File: config.mk
export PLATFORM = sky130hd
export DESIGN_NAME = hour_counter_24
export DESIGN_NICKNAME = d
export VERILOG_FILES = /design/src/rtl/hour_counter_24.sv
export SDC_FILE = /design/constraint.sdc
export NUM_CORES = 1
export LEC_CHECK = 0
export ABC_AREA = 1
export CORE_AREA = 10 10 70 77
export CTS_CLUSTER_SIZE = 12
export DETAILED_ROUTE_END_ITERATION = 12
export DIE_AREA = 0 0 80 87
export DONT_BUFFER_PORTS = 1
export SYNTH_ARGS = -nofsm -noshare
export SYNTH_HDL_FRONTEND = slang
export SYNTH_SLANG_ARGS = --single-unit
File: constraint.sdc
create_clock -name clk -period 5.8 [get_ports clk]
set_input_delay 1.74 -clock clk [delete_from_list [all_inputs] [get_ports clk]]
set_output_delay 1.74 -clock clk [all_outputs]
set_load 0.1 [all_outputs]
File: src/rtl/hour_counter_24.sv
// Hour stage of the digital clock: 00..23 binary count with edge-detected
// carry/set inputs, a one-cycle day carry and a registered 12h/24h BCD display.
module hour_counter_24 #(
    parameter int unsigned RESET_HOUR = 0
) (
    input  logic       clk,
    input  logic       reset,
    input  logic       carry_in,
    input  logic       set_en,
    input  logic       set_up,
    input  logic       set_down,
    input  logic       mode_12h,
    output logic [3:0] hour_tens,
    output logic [3:0] hour_ones,
    output logic       pm,
    output logic       day_carry
);

    localparam logic [4:0] MAX_HOUR    = 5'd23;
    localparam logic [4:0] NOON_HOUR   = 5'd12;
    localparam logic [4:0] RESET_COUNT = 5'(RESET_HOUR);

    typedef enum logic [1:0] {
        OP_HOLD,
        OP_INC,
        OP_DEC
    } count_op_e;

    logic       carry_prev_q;
    logic       up_prev_q;
    logic       down_prev_q;
    logic       rise_carry;
    logic       rise_up;
    logic       rise_down;
    count_op_e  count_op;

    logic [4:0] count_q;
    logic [4:0] count_d;
    logic       wrap_q;
    logic       wrap_d;
    logic       day_carry_q;

    logic [3:0] tens_q;
    logic [3:0] tens_d;
    logic [3:0] ones_q;
    logic [3:0] ones_d;
    logic       pm_q;
    logic       pm_d;

    // Displayed hour value: identity in 24h mode, 1..12 in 12h mode.
    function automatic logic [4:0] display_value(input logic [4:0] count,
                                                 input logic       is_12h);
        logic [4:0] value;
        value = count;
        if (is_12h) begin
            if (count == 5'd0 || count == NOON_HOUR) begin
                value = NOON_HOUR;
            end else if (count > NOON_HOUR) begin
                value = count - NOON_HOUR;
            end
        end
        return value;
    endfunction

    // Binary 0..23 to two BCD digits {tens, ones}.
    function automatic logic [7:0] to_bcd(input logic [4:0] value);
        logic [7:0] digits;
        if (value >= 5'd20) begin
            digits = {4'd2, 4'(value - 5'd20)};
        end else if (value >= 5'd10) begin
            digits = {4'd1, 4'(value - 5'd10)};
        end else begin
            digits = {4'd0, 4'(value)};
        end
        return digits;
    endfunction

    assign rise_carry = carry_in & ~carry_prev_q;
    assign rise_up    = set_up   & ~up_prev_q;
    assign rise_down  = set_down & ~down_prev_q;

    // In set mode a carry edge is dropped outright, and simultaneous up/down cancel.
    always_comb begin
        // NOTE: every always_comb output gets a default first so no path leaves it unassigned (no latch).
        count_op = OP_HOLD;
        if (!set_en) begin
            if (rise_carry) begin
                count_op = OP_INC;
            end
        end else if (rise_up && !rise_down) begin
            count_op = OP_INC;
        end else if (rise_down && !rise_up) begin
            count_op = OP_DEC;
        end
    end

    always_comb begin
        count_d = count_q;
        wrap_d  = 1'b0;
        case (count_op)
            OP_INC: begin
                if (count_q == MAX_HOUR) begin
                    count_d = 5'd0;
                    wrap_d  = ~set_en;
                end else begin
                    count_d = count_q + 5'd1;
                end
            end
            OP_DEC: begin
                count_d = (count_q == 5'd0) ? MAX_HOUR : count_q - 5'd1;
            end
            default: begin
                count_d = count_q;
            end
        endcase
    end

    always_comb begin
        {tens_d, ones_d} = to_bcd(display_value(count_q, mode_12h));
        pm_d             = (count_q >= NOON_HOUR);
    end

    // The day carry travels with the display so it lines up with the shown 00.
    always_ff @(posedge clk) begin
        // NOTE: sequential state uses non-blocking assignments so every register samples pre-edge values.
        if (reset) begin
            count_q      <= RESET_COUNT;
            carry_prev_q <= 1'b1;
            up_prev_q    <= 1'b1;
            down_prev_q  <= 1'b1;
            wrap_q       <= 1'b0;
            day_carry_q  <= 1'b0;
            tens_q       <= 4'd0;
            ones_q       <= 4'd0;
            pm_q         <= 1'b0;
        end else begin
            count_q      <= count_d;
            carry_prev_q <= carry_in;
            up_prev_q    <= set_up;
            down_prev_q  <= set_down;
            wrap_q       <= wrap_d;
            day_carry_q  <= wrap_q;
            tens_q       <= tens_d;
            ones_q       <= ones_d;
            pm_q         <= pm_d;
        end
    end

    assign hour_tens = tens_q;
    assign hour_ones = ones_q;
    assign pm        = pm_q;
    assign day_carry = day_carry_q;

endmodule
## Word-level counts from Yosys, hierarchy flattened

Cells that the tools add are included.

| cells by class | value |
|---|---|
| $add $sub $neg | 5 |
| magnitude comparators | 4 |
| eq/ne operators | 4 |
| mux-type cells | 12 |
| bitwise operators | 9 |
| reduce and logical (&&, ||, !) cells | 9 |

Operators with widths:

| kind | number |
|---|---|
| two-way mux 5 bit | 6 |
| >= comparator 5 x 4 -> 1 bit (second input constant) | 2 |
| case mux 5 bit (2 select lines) | 1 |
| two-way mux 2 bit | 3 |
| two-way mux 6 bit | 1 |
| NOT 1 bit | 6 |
| adder 5 x 1 -> 5 bit (second input constant) | 1 |
| == test 5 x 4 -> 1 bit (second input constant) | 1 |
| == test 5 bit (second input constant) | 1 |
| >= comparator 5 bit (second input constant) | 1 |
| greater-than comparator 5 x 4 -> 1 bit (second input constant) | 1 |
| logical NOT 5 bit | 1 |
| subtractor 5 x 1 -> 5 bit (second input constant) | 1 |
| subtractor 5 x 4 -> 5 bit (second input constant) | 1 |
| subtractor 4 x 3 -> 4 bit (second input constant) | 1 |
| subtractor 4 bit (second input constant) | 1 |
| AND 1 bit | 3 |
| OR reduction 3 bit | 1 |
| == test 2 x 1 -> 1 bit (second input constant) | 1 |
| == test 2 bit (second input constant) | 1 |
| logical AND 1 bit | 2 |
| logical NOT 1 bit | 2 |
| nonzero test 2 bit | 1 |
| OR reduction 2 bit | 1 |
| 2 further kinds | 2 |

| word-level totals | value |
|---|---|
| register bits | 19 |
| input bits | 7 |
| output and inout port bits | 10 |
| word-level logic and storage cells | 53 |

## Longest topological paths before layout

Gate-level depths: netlist of the first run.

| logic depth | value |
|---|---|
| depth after elaboration | 10 |
| gate-level depth with buffers | 17 |

## Worst setup path before layout of the first run

No wires, ideal clock.

| path | value |
|---|---|
| kind | input -> register |
| start | input set_en |
| end | register count_q[4] |
| library setup time | 95 ps |
| arrival | 2865 ps |
| path slack | 2840 ps |
| cell stages on the path | 12 |
| buffers on the path | 0 |
| cell sequence | inv_1 nor3_1 inv_1 nand2_1 nor2_1 inv_1 ha_1 inv_1 nand2_1 inv_1 a21oi_1 a221oi_1 |

| on the way | value |
|---|---|
| cells in the longest elaborated chain, start to end | 3 |
| elaborated cells between the ends (all ways) | 5 |
| those cells by class | eq/ne (2); mux (2); reduce/logical (1) |

Ends and longest elaborated chain:

| item | line | text |
|---|---|---|
| start, declared | 9 | `input logic set_en,` |
| two-way mux 2 bit (*) | 86 | `if (!set_en) begin` |
| == test 2 bit / == test 2 x 1 -> 1 bit (equally long branches) | 100 | `case (count_op)` |
| case mux 5 bit (2 select lines) / nonzero test 2 bit (equally long branches) | -- |  |
| end signal, assigned | 137 | `count_q <= count_d;` |
| end, declared | 37 | `logic [4:0] count_q;` |

Every way passes the cells marked *; elsewhere a longest branch is shown, timed or not.
A chain may end at the register's enable or synchronous reset.

## Worst setup path after layout of the first run

| path | value |
|---|---|
| start | register tens_q[0] (netlist: hour_tens[0]) |
| end | output hour_tens[0] |

RTL lines:

| item | line | text |
|---|---|---|
| start, declared | 43 | `logic [3:0] tens_q;` |
| start signal, assigned | 143 | `tens_q <= tens_d;` |
| end, declared | 13 | `output logic [3:0] hour_tens,` |

No word-level cell between the ends.

==> metrics, run 1 <==
routed len/inst 10.26 µm; gr ovfl total 0; Initial Util 28.59%; initial DRC count 43; number of enable-type register cells in the synthesized netlist 0; Synth async-reset ratio 0%; clock sink count 17; first-pass GRT wire length 3.739 mm; Power Dens Cells 313.0 nW/µm²; Syn Std Cell Area 1116 µm²; final net count 173; drt drc 0; HP Class reg2reg; row cnt 24; largest net degree at the start of global routing 12; Critical Path Fanout Max 1; Rel. slew slack 37.25%; CTS tree built; vias in the first global route 894; GP Congestion 0.9013; Final Hold Viols 0; vias per std cell 4.357; post_cts resized 0; Total GRT Usage 6.668%; type of the worst setup path reg2out; Post-CTS Setup Bufs 0; worst slew pin tran 0.9400 ns; kind of start point of the critical path flip-flop; total power draw 0.3744 mW; Pre-Repair DR Iteration Count 4; die width 80 µm; outcome finished, final reports clean; r2r endpoint hour_ones[2]; top-count cell post-synth inv_1; VDD IR max 0.07745 mV; Area after DPL 1151 µm²; setup TNS 0 ns; Tmin final 2.930 ns; via count 902; fin area 1196 µm²; max-slew violations 0; post-route ant nets 0; Commonest cells post-synth 30 x inv_1, 23 x nand2_1, 17 x dfxtp_1; most area-hungry cell type in the Yosys netlist dfxtp_1; Post-Synthesis Cells 154; core box area 3904 µm²; share of layout cells above drive strength 1 12.26%; Max Freq 341.3 MHz; H-tree Lvls 1; worst reg-to-reg path cell count 15; Max Cap Viol 0; die height 87 µm; HPWL Detailed 1.760 mm; main flop type after synthesis dfxtp_1; synth top area cells dfxtp_1 30%, ha_1 11%, inv_1 10%; hold path startpoint wrap_q; clock tree buffer depth 2; crit end category output pin; CTS Hold Bufs 0; hold-critical path depth 2; hold endpoint day_carry; fillers 433; initial antenna violation count 0; Die ar. 6960 µm²; total CTS buffers 3; reg2reg setup slack 3.53 ns; Worst Skew 0.003989 ns; io pins 17; share of the synthesized area in the top cell type 30.49%; R2R Path Start count_q[2]; Clk pin slew, worst setup/hold paths 0.06 ns; P&R area growth vs syn 7.175%; total wire length 2.123 mm; crit share post-route 50.52%; Synth Warn # 0; CTS root buffer clkbuf_8; WP data required 4.06 ns; Leak 0.6212 nW; Synth Area per Inst 7.247 µm²; number of synthesized register bits 17; post-synthesis cell type count 28; insertion delay to the later sink of the worst-skew pair 0.25 ns; RSZ-0062 raised after global routing no; sequential fraction of the synthesis area 30.49%; arrival time at the worst endpoint 1.19 ns; final setup fails 0; antenna cells 0; I/O Buffers 0
-- worst max-delay path by stage --
| stage | start | to | slack (ns) | cells after the start |
|---|---|---|---|---|
| 5_1_grt | set_en | count_q[4] | 2.68 | 12 |
| 2_1_floorplan | set_en | count_q[4] | 2.84 | 12 |
| 3_5_place_dp | set_en | count_q[4] | 2.64 | 12 |
| 4_1_cts | hour_ones[1] | hour_ones[1] | 2.86 | 0 |
| 6_report | hour_tens[0] | hour_tens[0] | 2.87 | 0 |
| 3_3_place_gp | carry_in | count_q[3] | 2.64 | 12 |
-- power breakdown --
part	internal [mW]	total (mW)	switching [mW]	leakage (nW)
combinational	0.0342	0.0977	0.0635	0.458
clock	0.0487	0.0872	0.0385	0.0228
sequential	0.129	0.190	0.0607	0.140
total	0.212	0.374	0.163	0.621
-- flip-flops by register name (all words and copies together) (netlist names) --
signal and count:
hour_tens 2, hour_ones 4, wrap_q 1, pm 1, down_prev_q 1, count_q 5
up_prev_q 1, day_carry 1, carry_prev_q 1
-- tightest hold or removal path: stages, from the launching register on --
cell and delay, ns:
dfxtp_1 0.30, inv_1 0.04, nor2_1 0.03
-- final cells by class --
cell class,count,area (µm²),area share (%)
well taps,52,65.06,5.439
multi-input cells,102,623.1,52.09
clock buffers,4,45.04,3.766
flip-flops and latches,17,340.3,28.45
inverters,32,122.6,10.25
-- cell usage in the layout (no fill, tap or decap) --
cell type,n
inv_1,30
a21boi_0,1
o211ai_1,1
nor2_1,10
nand2_4,1
ha_1,10
nand4_1,1
nand2_2,7
nor2_2,1
nand2_1,23
xnor2_1,1
conb_1,2
o21ai_1,1
a31oi_1,3
clkbuf_1,1
nand3_2,4
xor2_1,5
inv_4,1
nor2_4,1
nor3_1,2
inv_2,1
nand3_1,11
a211oi_1,1
o21ai_0,9
a221oi_1,1
a21oi_1,6
dfxtp_1,17
clkbuf_8,3
-- stage by stage --
step	setup slack (ns)	hold slack, ns	instances	util (%)
4_1_cts	2.860	0.4095	207	30.64
3_3_place_gp	2.638	0.3976	203	29.49
6_report	2.870	0.4085	207	30.64
2_1_floorplan	2.840	0.3883	155	-
5_1_grt	2.676	0.4667	207	30.64
3_5_place_dp	2.636	0.3992	203	29.49
-- metal layers --
metal  wire length, µm  GRT usage, %  share of wire (%)
met1               904         6.615                 43
met2              1018         11.25                 48
met3               168         2.996                7.9
met4                31         3.846                1.5
met5                 0             0                  0
-- cell families after synthesis --
logic type	share of synthesized area, %
xor gates and xnor gates	4.708
and+or+nand+nor	27.58
adders and majority gates	11.21
DFF	30.49
buffers and inverters	14.01
AOI/OAI and AO/OA	11.66
other	0.3360
Note: power is estimated with default switching activity, not from simulation.
==> run 2: changes to the inputs <==
==> constraint.sdc (replaced) <==
create_clock -name clk -period 2.7 [get_ports clk]
set_input_delay 0.81 -clock clk [delete_from_list [all_inputs] [get_ports clk]]
set_output_delay 0.81 -clock clk [all_outputs]
set_load 0.1 [all_outputs]
==> metrics, run 2 (synthesis results as in run 1) <==
CP bufs+invs 3; Worst Skew 0.003975 ns (-0.00001387 ns); GP Congestion 0.7859 (-13%); kind of start point of the critical path flip-flop; post-route ant nets 0 (unchanged); CTS tree built; die width 80 µm (unchanged); routed len/inst 10.09 µm (-1.6%); outcome finished, final reports clean; HP Class reg2reg; drt drc 0 (unchanged); I/O Buffers 0 (unchanged); core box area 3904 µm² (unchanged); Die ar. 6960 µm² (unchanged); Max Cap Viol 0 (unchanged); via count 935 (+3.7%); most flop-heavy register count_q; insertion delay to the later sink of the worst-skew pair 0.24 ns (about the same); leading cell type in the layout, fill and taps excluded inv_1; Power Dens Cells 650.1 nW/µm² (+110%); VDD IR max 0.1872 mV (+140%); arrival time at the worst endpoint 2.29 ns (+1.10 ns); largest net degree at the start of global routing 12 (unchanged); P&R area growth vs syn 13.23%; delay-heaviest family, CP simple AND/OR/NAND/NOR gates; final setup fails 0 (unchanged); Max Freq 463.2 MHz; Clk pin slew, worst setup/hold paths 0.06 ns (about the same); crit-path max cell delay 0.41 ns; final net count 182 (+5.2%); worst-path cell chain inv_1 > ha_1 > nand3_2 > nand2_2 > nand2_2 > inv_1 > nor2_2 > inv_1 > ha_1 > nand2_1 > nand3_2 > nand2_4 > nand2_2 > a21oi_1 > nor2_1; total wire length 2.180 mm (+2.7%); initial DRC count 38 (-12%); RSZ-0062 raised after global routing no; Initial Util 28.59% (unchanged); met3 GRT Util 3.616% (+0.62 points); CTS Hold Bufs 0 (unchanged); first-pass GRT wire length 3.891 mm (+4.1%); max-slew violations 0 (unchanged); crit end category flip-flop; share of layout cells above drive strength 1 17.07% (+4.8 points); CTS root buffer clkbuf_8; M2 GR Usage 12.20% (+0.95 points); cell count after placement 212 (+4.4%); Tmin final 2.159 ns; Area after DPL 1219 µm² (+5.9%); row cnt 24 (unchanged); total power draw 0.8216 mW (+120%); initial antenna violation count 0 (unchanged); setup TNS 0 ns (unchanged); Leak 0.6689 nW (+7.7%); Top Usage Layer GRT met2; gr ovfl total 0 (unchanged); total CTS buffers 3 (unchanged); type of the worst setup path reg2reg; vias in the first global route 913 (+2.1%); fin area 1264 µm² (+5.6%); antenna cells 0 (unchanged); Pre-Repair DR Iteration Count 4 (unchanged); Largest register FFs 5 (unchanged); Crit-path slowest cell dfxtp_1; final cell count without fillers 216 (+4.3%); Final Hold Viols 0 (unchanged); vias per std cell 4.329 (-0.66%); H-tree Lvls 1 (unchanged); crit share post-route 79.96%; clock sink count 17 (unchanged); Critical Path Fanout Max 6 (+5); io pins 17 (unchanged); Post-CTS Setup Bufs 0 (unchanged); fillers 450 (+3.9%); die height 87 µm (unchanged); most frequent cells in the layout 30 x inv_1, 23 x nand2_1, 17 x dfxtp_1, 11 x nand3_1; Total GRT Usage 6.750% (+0.082 points); clock tree buffer depth 2 (unchanged); HPWL Detailed 1.827 mm (+3.8%); WP data required 2.83 ns (-1.23 ns); met1 usage 6.966% (+0.35 points); post_cts resized 0 (unchanged)
-- run 2: routing by layer --
layer	wire [µm]	vias up
met5	0	-
met4	6	0
met3	179	2
met2	1075	18
met1	918	415
li1	-	500
-- run 2: worst register-to-register path, delay by kind of cell (launching register included) --
kind | cells | cell delay, ns
and+or+nand+nor | 9 | 0.76
adders and majority gates | 2 | 0.45
DFF | 1 | 0.41
buffers and inverters | 3 | 0.31
AOI/OAI and AO/OA | 1 | 0.13
-- run 2: cell type report --
cell class	count	area, µm²	share of cell area [%]
multi-input combinational	102	623.1	49.31
sequential	17	340.3	26.93
inverter	32	122.6	9.703
timing repair buffer	9	67.56	5.347
tap	52	65.06	5.149
clock buffer	4	45.04	3.564
-- run 2: path summary, 6_finish.rpt --
path | slack [ns] | endpoint | depth (start not counted) | from
worst max-delay path | 0.54 | hour_ones[2] | 15 | count_q[0]
worst min-delay path | 0.40 | day_carry | 2 | wrap_q
worst max register to register | 0.54 | hour_ones[2] | 15 | count_q[0]
worst min register to register | 0.40 | day_carry | 2 | wrap_q
-- run 2: power by group --
part / switching (mW) / leakage (nW) / internal (mW)
Sequential: 0.0135 / 0.140 / 0.277
Combinational: 0.258 / 0.506 / 0.0940
Clock: 0.0748 / 0.0228 / 0.104
-- run 2: per-stage QoR --
stage	hold slack (ns)	util [%]	setup slack, ns
global route	0.4129	32.37	0.2929
global placement	0.3910	31.22	0.4941
floorplan	0.3883	-	0.6701
finish	0.3988	32.37	0.5409
CTS	0.4019	32.37	0.5121
detailed placement	0.3923	31.22	0.4962
==> run 3: changes to the inputs <==
==> constraint.sdc (replaced) <==
create_clock -name clk -period 2 [get_ports clk]
set_input_delay 0.6 -clock clk [delete_from_list [all_inputs] [get_ports clk]]
set_output_delay 0.6 -clock clk [all_outputs]
set_load 0.1 [all_outputs]
==> metrics, run 3 (synthesis results as in run 1) <==
vias per std cell 4.238 (-2.1%); R2R Path Start count_q[2]; post-route ant nets 0 (unchanged); antenna cells 0 (unchanged); P&R area growth vs syn 24.66%; reg2reg setup slack 0.13 ns (-0.41 ns); Clk pin slew, worst setup/hold paths 0.07 ns (about the same); initial antenna violation count 0 (unchanged); outcome finished, final reports clean; die height 87 µm (unchanged); Max Freq 534.6 MHz (+15%); total wire length 2.333 mm (+7.0%); clock tree buffer depth 2 (unchanged); gr ovfl total 0 (unchanged); max-slew violations 0 (unchanged); r2r endpoint hour_ones[2]; crit end category flip-flop; fin area 1391 µm² (+10%); VDD IR max 0.2728 mV (+46%); type of the worst setup path reg2reg; most frequent cells in the layout 30 x inv_1, 24 x buf_4, 23 x nand2_1, 15 x dfxtp_1, 11 x nand3_1; H-tree Lvls 1 (unchanged); final net count 197 (+8.2%); leading cell type in the layout, fill and taps excluded inv_1; kind of start point of the critical path flip-flop; Leak 0.7428 nW (+11%); Worst Setup SP count_q[2]; io pins 17 (unchanged); Max Cap Viol 0 (unchanged); routed len/inst 10.10 µm (about the same); cell count after placement 225 (+6.1%); Worst Skew 0.003670 ns (-0.0003046 ns); CTS tree built; clock sink count 17 (unchanged); WP data required 2.15 ns (-0.68 ns); initial DRC count 37 (-2.6%); largest net degree at the start of global routing 12 (unchanged); first-pass GRT wire length 3.877 mm (-0.36%); Tmin final 1.870 ns (-0.2886 ns); crit share post-route 93.52% (+14 points); Die ar. 6960 µm² (unchanged); total CTS buffers 3 (unchanged); via count 979 (+4.7%); core box area 3904 µm² (unchanged); row cnt 24 (unchanged); Initial Util 28.59% (unchanged); most flop-heavy register count_q; Pre-Repair DR Iteration Count 4 (unchanged); die width 80 µm (unchanged); Setup crit end hour_ones[2]; Power Dens Cells 848.7 nW/µm² (+31%); Area after DPL 1316 µm² (+8.0%); HP Class reg2reg; share of layout cells above drive strength 1 27.37% (+10 points); I/O Buffers 0 (unchanged); Final Hold Viols 0 (unchanged); arrival time at the worst endpoint 2.02 ns (-0.27 ns); HPWL Detailed 1.926 mm (+5.4%); final setup fails 0 (unchanged); worst reg-to-reg path cell count 14 (-1); insertion delay to the later sink of the worst-skew pair 0.25 ns (about the same); final cell count without fillers 231 (+6.9%); CTS root buffer clkbuf_8; Largest register FFs 5 (unchanged); Critical Path Fanout Max 5 (-1); drt drc 0 (unchanged); Total GRT Usage 6.880% (+0.13 points); fillers 431 (-4.2%); vias in the first global route 893 (-2.2%); GP Congestion 0.8205 (+4.4%)
[run 3: cell types whose count changed in the layout (fill, tap and decap cells not counted), sizes merged]
cell | before | now
clkbuf | 4 | 3
clkinv | 0 | 1
buf | 9 | 24
[run 3: critical path, cell delays in order, from the launching register on]
cell and delay, ns:
dfxtp_4 0.37, ha_1 0.22, nand3_2 0.12, nand3_1 0.10, nand2_1 0.07, nand2_1 0.08, nor2_2 0.10, inv_1 0.06
ha_1 0.17, nand2_1 0.07, nand3_2 0.08, nand2_4 0.09, nand2_2 0.07, a21oi_2 0.12, nor2_1 0.05
[run 3: timing repair]
item | CTS | global route
resized for setup | 0 | 6
buffers inserted | 0 | 2
hold buffers | 0 | 0
endpoints found under the setup margin | 0 | 4
hold endpoints to repair | 0 | 0
[run 3: metrics by stage]
| step | total power, mW | setup TNS (ns) | util [%] | worst slack (ns) | hold WS (ns) |
|---|---|---|---|---|---|
| 2_1_floorplan | 0.8008 | 0 | - | 0.04380 | 0.3883 |
| 3_3_place_gp | 0.9232 | 0 | 33.72 | 0.01838 | 0.3893 |
| 3_5_place_dp | 0.9231 | -0.03148 | 33.72 | -0.03148 | 0.3938 |
| 4_1_cts | 1.189 | 0 | 34.90 | 0.009815 | 0.4048 |
| 5_1_grt | 1.259 | -0.01479 | 35.64 | -0.01479 | 0.3980 |
| 6_report | 1.181 | 0 | 35.64 | 0.1296 | 0.4047 |
[run 3: how the worst min path moves through the flow]
stage	start	slack, ns	to	depth (start not counted)
global route	reset	0.40	day_carry	1
detailed placement	wrap_q	0.39	day_carry	2
global placement	wrap_q	0.39	day_carry	2
floorplan	wrap_q	0.39	day_carry	2
CTS	reset	0.40	day_carry	1
finish	wrap_q	0.40	day_carry	2
[run 3: routing by layer]
metal	up-vias	part of all wire [%]	global-route usage, %
li1	528	-	-
met1	429	43	7.215
met2	19	50	12.05
met3	3	7.0	3.409
met4	0	0.56	1.442
met5	-	0	0
[run 3: power breakdown]
group | total, mW | switching (mW) | internal, mW | leakage (nW)
Sequential | 0.391 | 0.0168 | 0.374 | 0.141
Clock | 0.256 | 0.117 | 0.138 | 0.0255
Combinational | 0.534 | 0.362 | 0.172 | 0.576
Total | 1.18 | 0.496 | 0.685 | 0.743
[run 3: area by class of cell]
cell class / count / area, µm² / area share (%)
multi-input combinational: 102 / 631.9 / 45.41
sequential: 17 / 345.3 / 24.82
timing repair buffer: 24 / 180.2 / 12.95
inverter: 32 / 122.6 / 8.813
tap: 52 / 65.06 / 4.676
clock buffer: 3 / 41.29 / 2.968
clock inverter: 1 / 5.005 / 0.3597
